$ cat config.mk
export PLATFORM = sky130hd
export DESIGN_NAME = ad7643_serial_emulator_flat
export DESIGN_NICKNAME = d
export VERILOG_FILES = /design/src/rtl/ad7643_emu_pkg.sv /design/src/rtl/ad7643_serial_emulator_if.sv /design/src/rtl/ad7643_serial_emulator_sync_edge_det.sv /design/src/rtl/ad7643_serial_emulator.sv /design/src/flat_wrapper.sv
export SDC_FILE = /design/constraint.sdc
export NUM_CORES = 1
export LEC_CHECK = 0
export BUFFER_PORTS_ARGS = -buffer_cell sky130_fd_sc_hd__clkbuf_2
export CORE_MARGIN = 4
export CORE_UTILIZATION = 45
export CTS_CLUSTER_SIZE = 28
export DETAILED_ROUTE_END_ITERATION = 10
export HOLD_SLACK_MARGIN = 0.06
export PLACE_DENSITY_LB_ADDON = 0.05
export SYNTH_ARGS = -nofsm -noshare
export SYNTH_HDL_FRONTEND = slang
export SYNTH_SLANG_ARGS = --single-unit
$ cat constraint.sdc
create_clock -name CLK -period 3.5 [get_ports CLK]
set_input_delay 0.7 -clock CLK [delete_from_list [all_inputs] [get_ports CLK]]
set_output_delay 0.7 -clock CLK [all_outputs]
set_load 0.05 [all_outputs]
$ cat src/rtl/ad7643_emu_pkg.sv
// Shared types and defaults for the AD7643 serial-slave emulator.
`timescale 1ns/1ps
package ad7643_emu_pkg;

    typedef enum logic [1:0] {
        IDLE  = 2'd0,
        CONV  = 2'd1,
        SHIFT = 2'd2
    } state_e;

    localparam int DATA_W_DEF      = 18;
    localparam int CONV_CYCLES_DEF = 80;
    localparam int SAMPLE_CNT_W    = 16;

endpackage

$ cat src/rtl/ad7643_serial_emulator_if.sv
// ADC readout link: controller drives CNVST/CS/SCLK, emulator returns BUSY/SYNC/SDOUT.
`timescale 1ns/1ps
interface ad7643_serial_emulator_if;
    logic ADCNVST;
    logic ADCS;
    logic ADSCLK;
    logic ADBUSY;
    logic ADSYNC;
    logic ADSDOUT;

    modport master (output ADCNVST, ADCS, ADSCLK, input ADBUSY, ADSYNC, ADSDOUT);
    modport slave  (input ADCNVST, ADCS, ADSCLK, output ADBUSY, ADSYNC, ADSDOUT);
endinterface

$ cat src/rtl/ad7643_serial_emulator_sync_edge_det.sv
// Two-flop synchronizer with registered rise/fall pulses aligned to the synchronized level.
`timescale 1ns/1ps
module sync_edge_det (
    input  logic clk,
    input  logic rst,
    input  logic async_i,
    output logic level_o,
    output logic rise_o,
    output logic fall_o
);
    logic s1_q;
    logic s2_q;
    logic rise_q;
    logic fall_q;

    // Pulses compare the value s2 is about to take (s1) with its current value.
    always_ff @(posedge clk or posedge rst) begin
        if (rst) begin
            s1_q   <= 1'b0;
            s2_q   <= 1'b0;
            rise_q <= 1'b0;
            fall_q <= 1'b0;
        end else begin
            s1_q   <= async_i;
            s2_q   <= s1_q;
            rise_q <= s1_q & ~s2_q;
            fall_q <= s2_q & ~s1_q;
        end
    end

    assign level_o = s2_q;
    assign rise_o  = rise_q;
    assign fall_o  = fall_q;
endmodule

$ cat src/rtl/ad7643_serial_emulator.sv
// AD7643 serial-slave emulator: conversion timing, sample source selection and MSB-first shift-out.
`timescale 1ns/1ps
module ad7643_serial_emulator
    import ad7643_emu_pkg::*;
#(
    parameter int DATA_W      = DATA_W_DEF,
    parameter int CONV_CYCLES = CONV_CYCLES_DEF,
    parameter int RAMP_STEP   = 1
) (
    input  logic                    CLK,
    input  logic                    RST,
    ad7643_serial_emulator_if.slave adc,
    input  logic                    RAMP_EN,
    input  logic [DATA_W-1:0]       SAMPLE_IN,
    output logic                    FRAME_DONE,
    output logic                    OVR,
    output logic [SAMPLE_CNT_W-1:0] SAMPLE_CNT
);
    localparam int CNT_W = $clog2(CONV_CYCLES);
    localparam int BIT_W = $clog2(DATA_W);
    localparam logic [DATA_W-1:0] STEP_L   = DATA_W'(RAMP_STEP);
    localparam logic [CNT_W-1:0]  CONV_TOP = CNT_W'(CONV_CYCLES - 1);
    localparam logic [BIT_W-1:0]  LAST_BIT = BIT_W'(DATA_W - 1);

    logic cnv_fall_s, sclk_fall_s, cs_level_s;
    logic cnv_level_unused_s, cnv_rise_unused_s;
    logic cs_rise_unused_s, cs_fall_unused_s;
    logic sclk_level_unused_s, sclk_rise_unused_s;

    sync_edge_det u_cnv (.clk(CLK), .rst(RST), .async_i(adc.ADCNVST),
        .level_o(cnv_level_unused_s), .rise_o(cnv_rise_unused_s), .fall_o(cnv_fall_s));
    sync_edge_det u_cs (.clk(CLK), .rst(RST), .async_i(adc.ADCS),
        .level_o(cs_level_s), .rise_o(cs_rise_unused_s), .fall_o(cs_fall_unused_s));
    sync_edge_det u_sclk (.clk(CLK), .rst(RST), .async_i(adc.ADSCLK),
        .level_o(sclk_level_unused_s), .rise_o(sclk_rise_unused_s), .fall_o(sclk_fall_s));

    state_e                  state_q;
    logic [CNT_W-1:0]        conv_cnt_q;
    logic [BIT_W-1:0]        bit_cnt_q;
    logic [DATA_W-1:0]       shreg_q;
    logic [DATA_W-1:0]       ramp_q;
    logic [SAMPLE_CNT_W-1:0] sample_cnt_q;
    logic busy_q, sync_q, sdout_q, frame_done_q, ovr_q;
    logic [DATA_W-1:0]       sample_sel_s;
    logic [DATA_W-1:0]       ramp_next_s;

    // Word captured at conversion start and the ramp value that follows it.
    always_comb begin
        sample_sel_s = RAMP_EN ? ramp_q : SAMPLE_IN;
        ramp_next_s  = RAMP_EN ? (ramp_q + STEP_L) : ramp_q;
    end

    // Conversion/shift FSM; a CNVST fall in SHIFT drops the frame and restarts in the same cycle.
    always_ff @(posedge CLK or posedge RST) begin
        if (RST) begin
            state_q      <= IDLE;
            conv_cnt_q   <= '0;
            bit_cnt_q    <= '0;
            shreg_q      <= '0;
            ramp_q       <= '0;
            sample_cnt_q <= '0;
            busy_q       <= 1'b0;
            sync_q       <= 1'b0;
            sdout_q      <= 1'b0;
            frame_done_q <= 1'b0;
            ovr_q        <= 1'b0;
        end else begin
            frame_done_q <= 1'b0;
            ovr_q        <= 1'b0;
            case (state_q)
                IDLE, SHIFT: begin
                    if (cnv_fall_s) begin
                        ovr_q      <= (state_q == SHIFT);
                        state_q    <= CONV;
                        busy_q     <= 1'b1;
                        sync_q     <= 1'b0;
                        sdout_q    <= 1'b0;
                        conv_cnt_q <= CONV_TOP;
                        bit_cnt_q  <= '0;
                        shreg_q    <= sample_sel_s;
                        ramp_q     <= ramp_next_s;
                    end else if ((state_q == SHIFT) && sclk_fall_s && !cs_level_s) begin
                        if (bit_cnt_q == LAST_BIT) begin
                            state_q      <= IDLE;
                            sync_q       <= 1'b0;
                            sdout_q      <= 1'b0;
                            frame_done_q <= 1'b1;
                            bit_cnt_q    <= '0;
                        end else begin
                            bit_cnt_q <= bit_cnt_q + BIT_W'(1);
                            shreg_q   <= {shreg_q[DATA_W-2:0], 1'b0};
                            sdout_q   <= shreg_q[DATA_W-2];
                        end
                    end else begin
                        state_q <= state_q;
                    end
                end
                CONV: begin
                    if (conv_cnt_q == '0) begin
                        state_q      <= SHIFT;
                        busy_q       <= 1'b0;
                        sync_q       <= 1'b1;
                        sdout_q      <= shreg_q[DATA_W-1];
                        bit_cnt_q    <= '0;
                        sample_cnt_q <= sample_cnt_q + SAMPLE_CNT_W'(1);
                    end else begin
                        conv_cnt_q <= conv_cnt_q - CNT_W'(1);
                    end
                end
                default: begin
                    state_q <= IDLE;
                    busy_q  <= 1'b0;
                    sync_q  <= 1'b0;
                    sdout_q <= 1'b0;
                end
            endcase
        end
    end

    assign adc.ADBUSY  = busy_q;
    assign adc.ADSYNC  = sync_q;
    assign adc.ADSDOUT = sdout_q;
    assign FRAME_DONE  = frame_done_q;
    assign OVR         = ovr_q;
    assign SAMPLE_CNT  = sample_cnt_q;
endmodule
$ cat src/flat_wrapper.sv
// flat-port wrapper written by rule: the top's interface ports become plain ports
module ad7643_serial_emulator_flat import ad7643_emu_pkg::*;
#(
    parameter int DATA_W      = DATA_W_DEF,
    parameter int CONV_CYCLES = CONV_CYCLES_DEF,
    parameter int RAMP_STEP   = 1
)
  (CLK, RST, RAMP_EN, SAMPLE_IN, FRAME_DONE, OVR, SAMPLE_CNT, adc_ADCNVST, adc_ADCS, adc_ADSCLK, adc_ADBUSY, adc_ADSYNC, adc_ADSDOUT);
  ad7643_serial_emulator_if adc_i ();
  input  logic CLK;
  input  logic RST;
  input  logic RAMP_EN;
  input  logic [DATA_W-1:0] SAMPLE_IN;
  output logic FRAME_DONE;
  output logic OVR;
  output logic [SAMPLE_CNT_W-1:0] SAMPLE_CNT;
  input wire logic [$bits(adc_i.ADCNVST)-1:0] adc_ADCNVST;
  input wire logic [$bits(adc_i.ADCS)-1:0] adc_ADCS;
  input wire logic [$bits(adc_i.ADSCLK)-1:0] adc_ADSCLK;
  output wire logic [$bits(adc_i.ADBUSY)-1:0] adc_ADBUSY;
  output wire logic [$bits(adc_i.ADSYNC)-1:0] adc_ADSYNC;
  output wire logic [$bits(adc_i.ADSDOUT)-1:0] adc_ADSDOUT;
  assign adc_i.ADCNVST = adc_ADCNVST;
  assign adc_i.ADCS = adc_ADCS;
  assign adc_i.ADSCLK = adc_ADSCLK;
  assign adc_ADBUSY = adc_i.ADBUSY;
  assign adc_ADSYNC = adc_i.ADSYNC;
  assign adc_ADSDOUT = adc_i.ADSDOUT;
  ad7643_serial_emulator #(.DATA_W(DATA_W), .CONV_CYCLES(CONV_CYCLES), .RAMP_STEP(RAMP_STEP)) u_core (.CLK(CLK), .RST(RST), .adc(adc_i), .RAMP_EN(RAMP_EN), .SAMPLE_IN(SAMPLE_IN), .FRAME_DONE(FRAME_DONE), .OVR(OVR), .SAMPLE_CNT(SAMPLE_CNT));
endmodule
=== Word level (Yosys, flattened, before mapping) ===
Cells that the tools add are included.
Widths: inputs -> output; s select.

* Memories: 0
* Output and inout bits: 21
* Bits in read-only memories: 0
* Latch bits: 0
* Bits in writable memories: 0
* Input bits: 24
* Word-level logic and storage cells: 88
* Bits in registers: 79

* Bitwise logic cells: 4
* Add/sub/neg operators: 4
* Multipliers: 0
* Reduce and logical (&&, ||, !) cells: 16
* Equality and inequality tests: 9
* Order comparisons: 0
* Shift operators: 0
* Div/mod/pow operators: 0
* Multiplexer cells: 36

{| class="wikitable"
|+ Operators with widths
! kind !! count
|-
| $mux 18 || 4
|-
| $mux 5 || 4
|-
| $add 18x1->18 const B || 1
|-
| $add 16x1->16 const B || 1
|-
| $mux 1 || 16
|-
| $reduce_and 3->1 || 5
|-
| $mux 7 || 2
|-
| $pmux 7 s2 || 1
|-
| $pmux 5 s2 || 1
|-
| $mux 2 || 4
|-
| $logic_not 7->1 || 1
|-
| $sub 7x1->7 const B || 1
|-
| $ne 2x2->1 const B || 3
|-
| $ne 3x2->1 const B || 2
|-
| $pmux 1 s2 || 3
|-
| $reduce_and 2->1 || 3
|-
| $add 5x1->5 const B || 1
|-
| $eq 5x5->1 const B || 1
|-
| $pmux 2 s2 || 1
|-
| $reduce_bool 2->1 || 2
|-
| $and 1x1->1 || 2
|-
| $eq 2x1->1 const B || 1
|-
| $eq 2x2->1 const B || 1
|-
| $logic_and 1x1->1 || 2
|-
| other kinds (5) || 6
|}

=== Longest topological paths before layout ===
* Depth in word-level cells: 6
* Mapped depth: 7
* Depth with buffers taken out: 6

=== By module ===
A second synthesis with hierarchy kept.

* Cell total of the unflattened synthesis: 365
* Area, all modules: 3851.2 um2

{| class="wikitable"
|+ By module, submodules not included
! module !! instances !! area an instance (um2) !! cells an instance !! sequential area each (um2)
|-
| ad7643_serial_emulator || 1 || 3494.6 || 344 || 1776.7
|-
| sync_edge_det || 3 || 118.9 || 7 || 100.1
|}

=== Least setup slack after synthesis ===
No wires, ideal clock.

* Kind: reg-to-reg
* Start point: register u_core.sample_cnt_q[3], in the netlist u_core.SAMPLE_CNT[3]
* End point: register u_core.sample_cnt_q[15], in the netlist u_core.SAMPLE_CNT[15]
* Arrival time: 1.644 ns
* Stages on the path, launching flop included: 6
* Period minus slack after synthesis: 1.725 ns
* Path slack: 1.775 ns
* Library setup time: 0.082 ns
* Path through: dfrtp_1 > and3_1 > clkbuf_1 > nand4_1 > nor3_2 > xor2_1

* Longest elaborated chain between the ends: 1

{| class="wikitable"
|+ Ends and longest elaborated chain
! item !! line !! RTL
|-
| from (decl) || ad7643_serial_emulator.sv:42 || <nowiki>logic [SAMPLE_CNT_W-1:0] sample_cnt_q;</nowiki>
|-
| from (signal assigned) || ad7643_serial_emulator.sv:105 || <nowiki>sample_cnt_q <= sample_cnt_q + SAMPLE_CNT_W'(1);</nowiki>
|-
| $add 16x1->16 || ad7643_serial_emulator.sv:105 ||
|}

Every way passes these cells.
A chain may end at the register's enable or synchronous reset.

=== Worst setup path in the final report ===
* Start point: register u_core.u_cnv.fall_q, in the netlist u_core.u_cnv.fall_o
* End point: register u_core.ramp_q[14]

* Longest elaborated chain between the ends: 1

{| class="wikitable"
|+ Ends and longest elaborated chain
! item !! line !! RTL
|-
| from (decl) || ad7643_serial_emulator_sync_edge_det.sv:14 || <nowiki>logic fall_q;</nowiki>
|-
| from (signal assigned) || ad7643_serial_emulator_sync_edge_det.sv:27 || <nowiki>fall_q <= s2_q & ~s1_q;</nowiki>
|-
| $reduce_and 3->1 (no line) || -- ||
|-
| to (signal assigned) || ad7643_serial_emulator.sv:81 || <nowiki>ramp_q <= ramp_next_s;</nowiki>
|-
| to (decl) || ad7643_serial_emulator.sv:41 || <nowiki>logic [DATA_W-1:0] ramp_q;</nowiki>
|}

Every way passes these cells.

==> key figures <==
Layout
  – Leading cell type in the layout, fill and taps excluded: dfrtp_1
  – Area Overhead vs Synth: 13.96%
  – Fin nets: 434
  – Most frequent cells in the layout: dfrtp_1, nand2_1, clkbuf_2, o21ai_0, xnor2_1
  – Share of post-route cells with drive strength above 1: 0.1956
  – Fill count: 762
  – Multi-input gate area: around 0.0017 mm^2
  – Final non-filler cell area: 0.004289 mm^2
  – # diodes: 0
  – Register Area: about 0.0020 mm^2

Logic synthesis
  – Synth Area in XOR/XNOR: 0.07680
  – Adder-Cell Fraction of Synth Area: 0.01995
  – Post-synthesis mux area share: 0.05352
  – Largest family of logic cells by synthesized area: simple AND/OR/NAND/NOR gates
  – Top area cells in the synthesized netlist: dfrtp_1, nand2_1, o21ai_0, mux2i_1, xnor2_1
  – Post-synth EDFFs: 0
  – Post-Synthesis Cells: 358
  – Simple-Gate Fraction of Synth Area: 0.2081
  – Synth Flop Type: dfrtp_1
  – Syn avg cell area: 10.51 um^2
  – Yosys reg bits: 79
  – Seq/Total Area, Yosys: 0.5253
  – Distinct cells, synth: 47
  – Compound-Gate Fraction of Synth Area: 0.09242
  – Syn Nets: 388
  – YS warnings: 0
  – Ys async rst share: 1.000
  – Top cell type's share of synthesized area: 0.5253
  – Synth area leader: dfrtp_1
  – Mapped Area: 0.003764 mm^2

Critical path
  – Worst EP arrival: ~2200 ps
  – Critical path type: register to register
  – Critical Path Start Type: register
  – Critical path fanouts, max: 29
  – CP required: about 3700 ps
  – CP Capture Type: register

CTS
  – Clk_lat worst skew: ~340 ps
  – Worst-case clock buffer depth: 2
  – Clock slew at reported path FFs: approximately 90 ps
  – CTS Buf Count: 9
  – Clk root buf: clkbuf_8
  – CTS H-tree lvls: 3
  – Post-CTS sizing: 0
  – # hold bufs at CTS: 0
  – Post-CTS setup buffers: 0
  – Clock sinks: approximately 80
  – TritonCTS clock tree: yes

Placement
  – Gpl congestion: between 0.7 and 0.8
  – Setup slack after placement: roughly 1400 ps
  – Placed inst area: approximately 0.0041 mm^2
  – Port Buffer Count: 44
  – DP HPWL: 5449 um

Floorplanning
  – Chip width: roughly 100 um
  – Die Height: 99.45 um
  – Initial Util: 0.4604
  – # IOs: 45
  – Die outline area: approximately 0.0099 mm^2
  – Core box area: between 0.008 and 0.009 mm^2
  – Row cnt: 33

GRT
  – Number of global-route vias before repair: 2590
  – GR Util All Layers: 0.1616
  – Total gr overflow: 0
  – Pin count of the biggest net entering global routing: between 40 and 50
  – First-pass GRT wire length: roughly 13000 um
  – Initial antenna violation count: 0

Pwr
  – Peak VDD IR: approximately 0.00028 V
  – P_leak: slightly above 2 nW
  – Pwr dens: ~560 mW/mm^2

Detailed routing
  – Final WL: 7550 um
  – Wirelength per Cell: ~15 um
  – Final antenna-violating net count: 0
  – Routed vias: 2652
  – Vias/cell: 5.160
  – DR iter-0 viols: 112
  – Drc violations: 0
  – Drt pass-1 iters: 4

Timing
  – Final setup violation count: 0
  – Setup TNS: 0 ps
  – Fin. max-slew vios: 0
  – Achievable Freq: 514.9 MHz
  – Tightest Pin Transition: a little over 800 ps
  – Relative slew margins: 0.4523
  – Hold Vio Cnt, Final: 0
  – Minimum clock period: approximately 1900 ps
  – Part of the cycle the worst path needs: 0.5549
  – RSZ-0062 raised after global routing: no
  – Final WS setup: about 1600 ps
  – Clk_skew: about 12 ps

Run status
  – Status: finished, final reports clean

Min path
  – Worst hold path type: register to register

Flow run
  – Max_cap viols: 0
-- final timing paths --
check,slack [ps],from,depth (start not counted),endpoint
max in group asynchronous,2420,RST,3,u_core.adc.ADBUSY$_DFFE_PP0P_
worst max register to register,1560,u_core.u_cnv.fall_o$_DFF_PP0_,5,u_core.ramp_q[14]$_DFFE_PP0P_
worst min-delay path,350,u_core.u_cs.s1_q$_DFF_PP0_,0,u_core.u_cs.level_o$_DFF_PP0_
worst min register to register,350,u_core.u_cs.s1_q$_DFF_PP0_,0,u_core.u_cs.level_o$_DFF_PP0_
worst max-delay path,1560,u_core.u_cnv.fall_o$_DFF_PP0_,5,u_core.ramp_q[14]$_DFFE_PP0P_
min in group asynchronous,410,RST,2,u_core.SAMPLE_CNT[12]$_DFFE_PP0P_
-- kinds of logic after synthesis --
group                    count (synthesis)
AND/OR/NAND/NOR                        138
adder cells (fa/ha/maj)                  6
flip-flops                              79
AO/OA/AOI/OAI                           61
multiplexers                            20
buffers and inverters                   21
XOR/XNOR                                33
-- synthesized netlist by cell type, types with 2 or more instances --
master,instances
dfrtp_1,79
nand2_1,56
o21ai_0,39
xnor2_1,20
mux2i_1,19
nor2_1,18
xor2_1,13
nand3_1,12
nand4_1,11
inv_1,8
clkbuf_1,7
ha_1,6
a21oi_1,5
and3_1,5
nor3_1,5
o21ai_1,5
nor2b_1,4
nor3_2,4
a211o_1,3
and4_1,3
buf_2,3
a31oi_1,2
buf_4,2
nand2b_1,2
nor4_1,2
nor4_4,2
nor4b_4,2
or2_2,2
-- through the flow --
step	instances	hold slack, ps	utilization	total power, mW
floorplan	358	331.2	-	1.634
global placement	498	336.5	0.5014	1.759
detailed placement	498	339.3	0.5014	1.776
CTS	514	358.0	0.5246	2.450
global route	514	360.8	0.5246	2.584
finish	514	354.4	0.5246	2.420
-- layer usage --
metal / up-vias / track usage / share of wire
met5: - / 0 / 0
met4: 0 / 0.05567 / 0.0068
met3: 4 / 0.03015 / 0.041
met2: 56 / 0.2479 / 0.47
met1: 1249 / 0.2307 / 0.48
li1: 1343 / - / -
-- sequential cells by signal (all words and copies together), names as in the netlist --
| signal | count |
|---|---|
| u_core.u_cs.s1_q | 1 |
| u_core.conv_cnt_q | 7 |
| u_core.adc.ADSYNC | 1 |
| u_core.adc.ADBUSY | 1 |
| u_core.u_cnv.fall_o | 1 |
| u_core.shreg_q | 18 |
| u_core.u_sclk.fall_o | 1 |
| u_core.OVR | 1 |
| u_core.u_cnv.level_o | 1 |
| u_core.u_sclk.s1_q | 1 |
| u_core.adc.ADSDOUT | 1 |
| u_core.u_cs.level_o | 1 |
| u_core.FRAME_DONE | 1 |
| u_core.state_q | 2 |
| u_core.u_cnv.s1_q | 1 |
| u_core.SAMPLE_CNT | 16 |
| u_core.bit_cnt_q | 5 |
| u_core.ramp_q | 18 |
| u_core.u_sclk.level_o | 1 |
-- critical path: stages, from the launching register on --
cell and delay, ps:
dfrtp_1 560, buf_4 350, nand3b_2 190, nor4_4 420, nand4_1 160, xnor2_1 150
-- layout make-up --
class	instances	share of cell area
clock buffer	11	0.03063
clock inverter	5	0.01371
inverter	8	0.007293
multi-input combinational	258	0.3956
sequential	79	0.4609
tap	105	0.03063
timing repair buffer	48	0.06126
-- power breakdown --
part / internal [mW] / leakage [nW] / switching [mW] / total (mW)
clock: 0.331 / 0.0895 / 0.335 / 0.666
sequential: 1.10 / 1.02 / 0.167 / 1.26
combinational: 0.201 / 0.910 / 0.290 / 0.491
(Power assumes the default switching activity.)
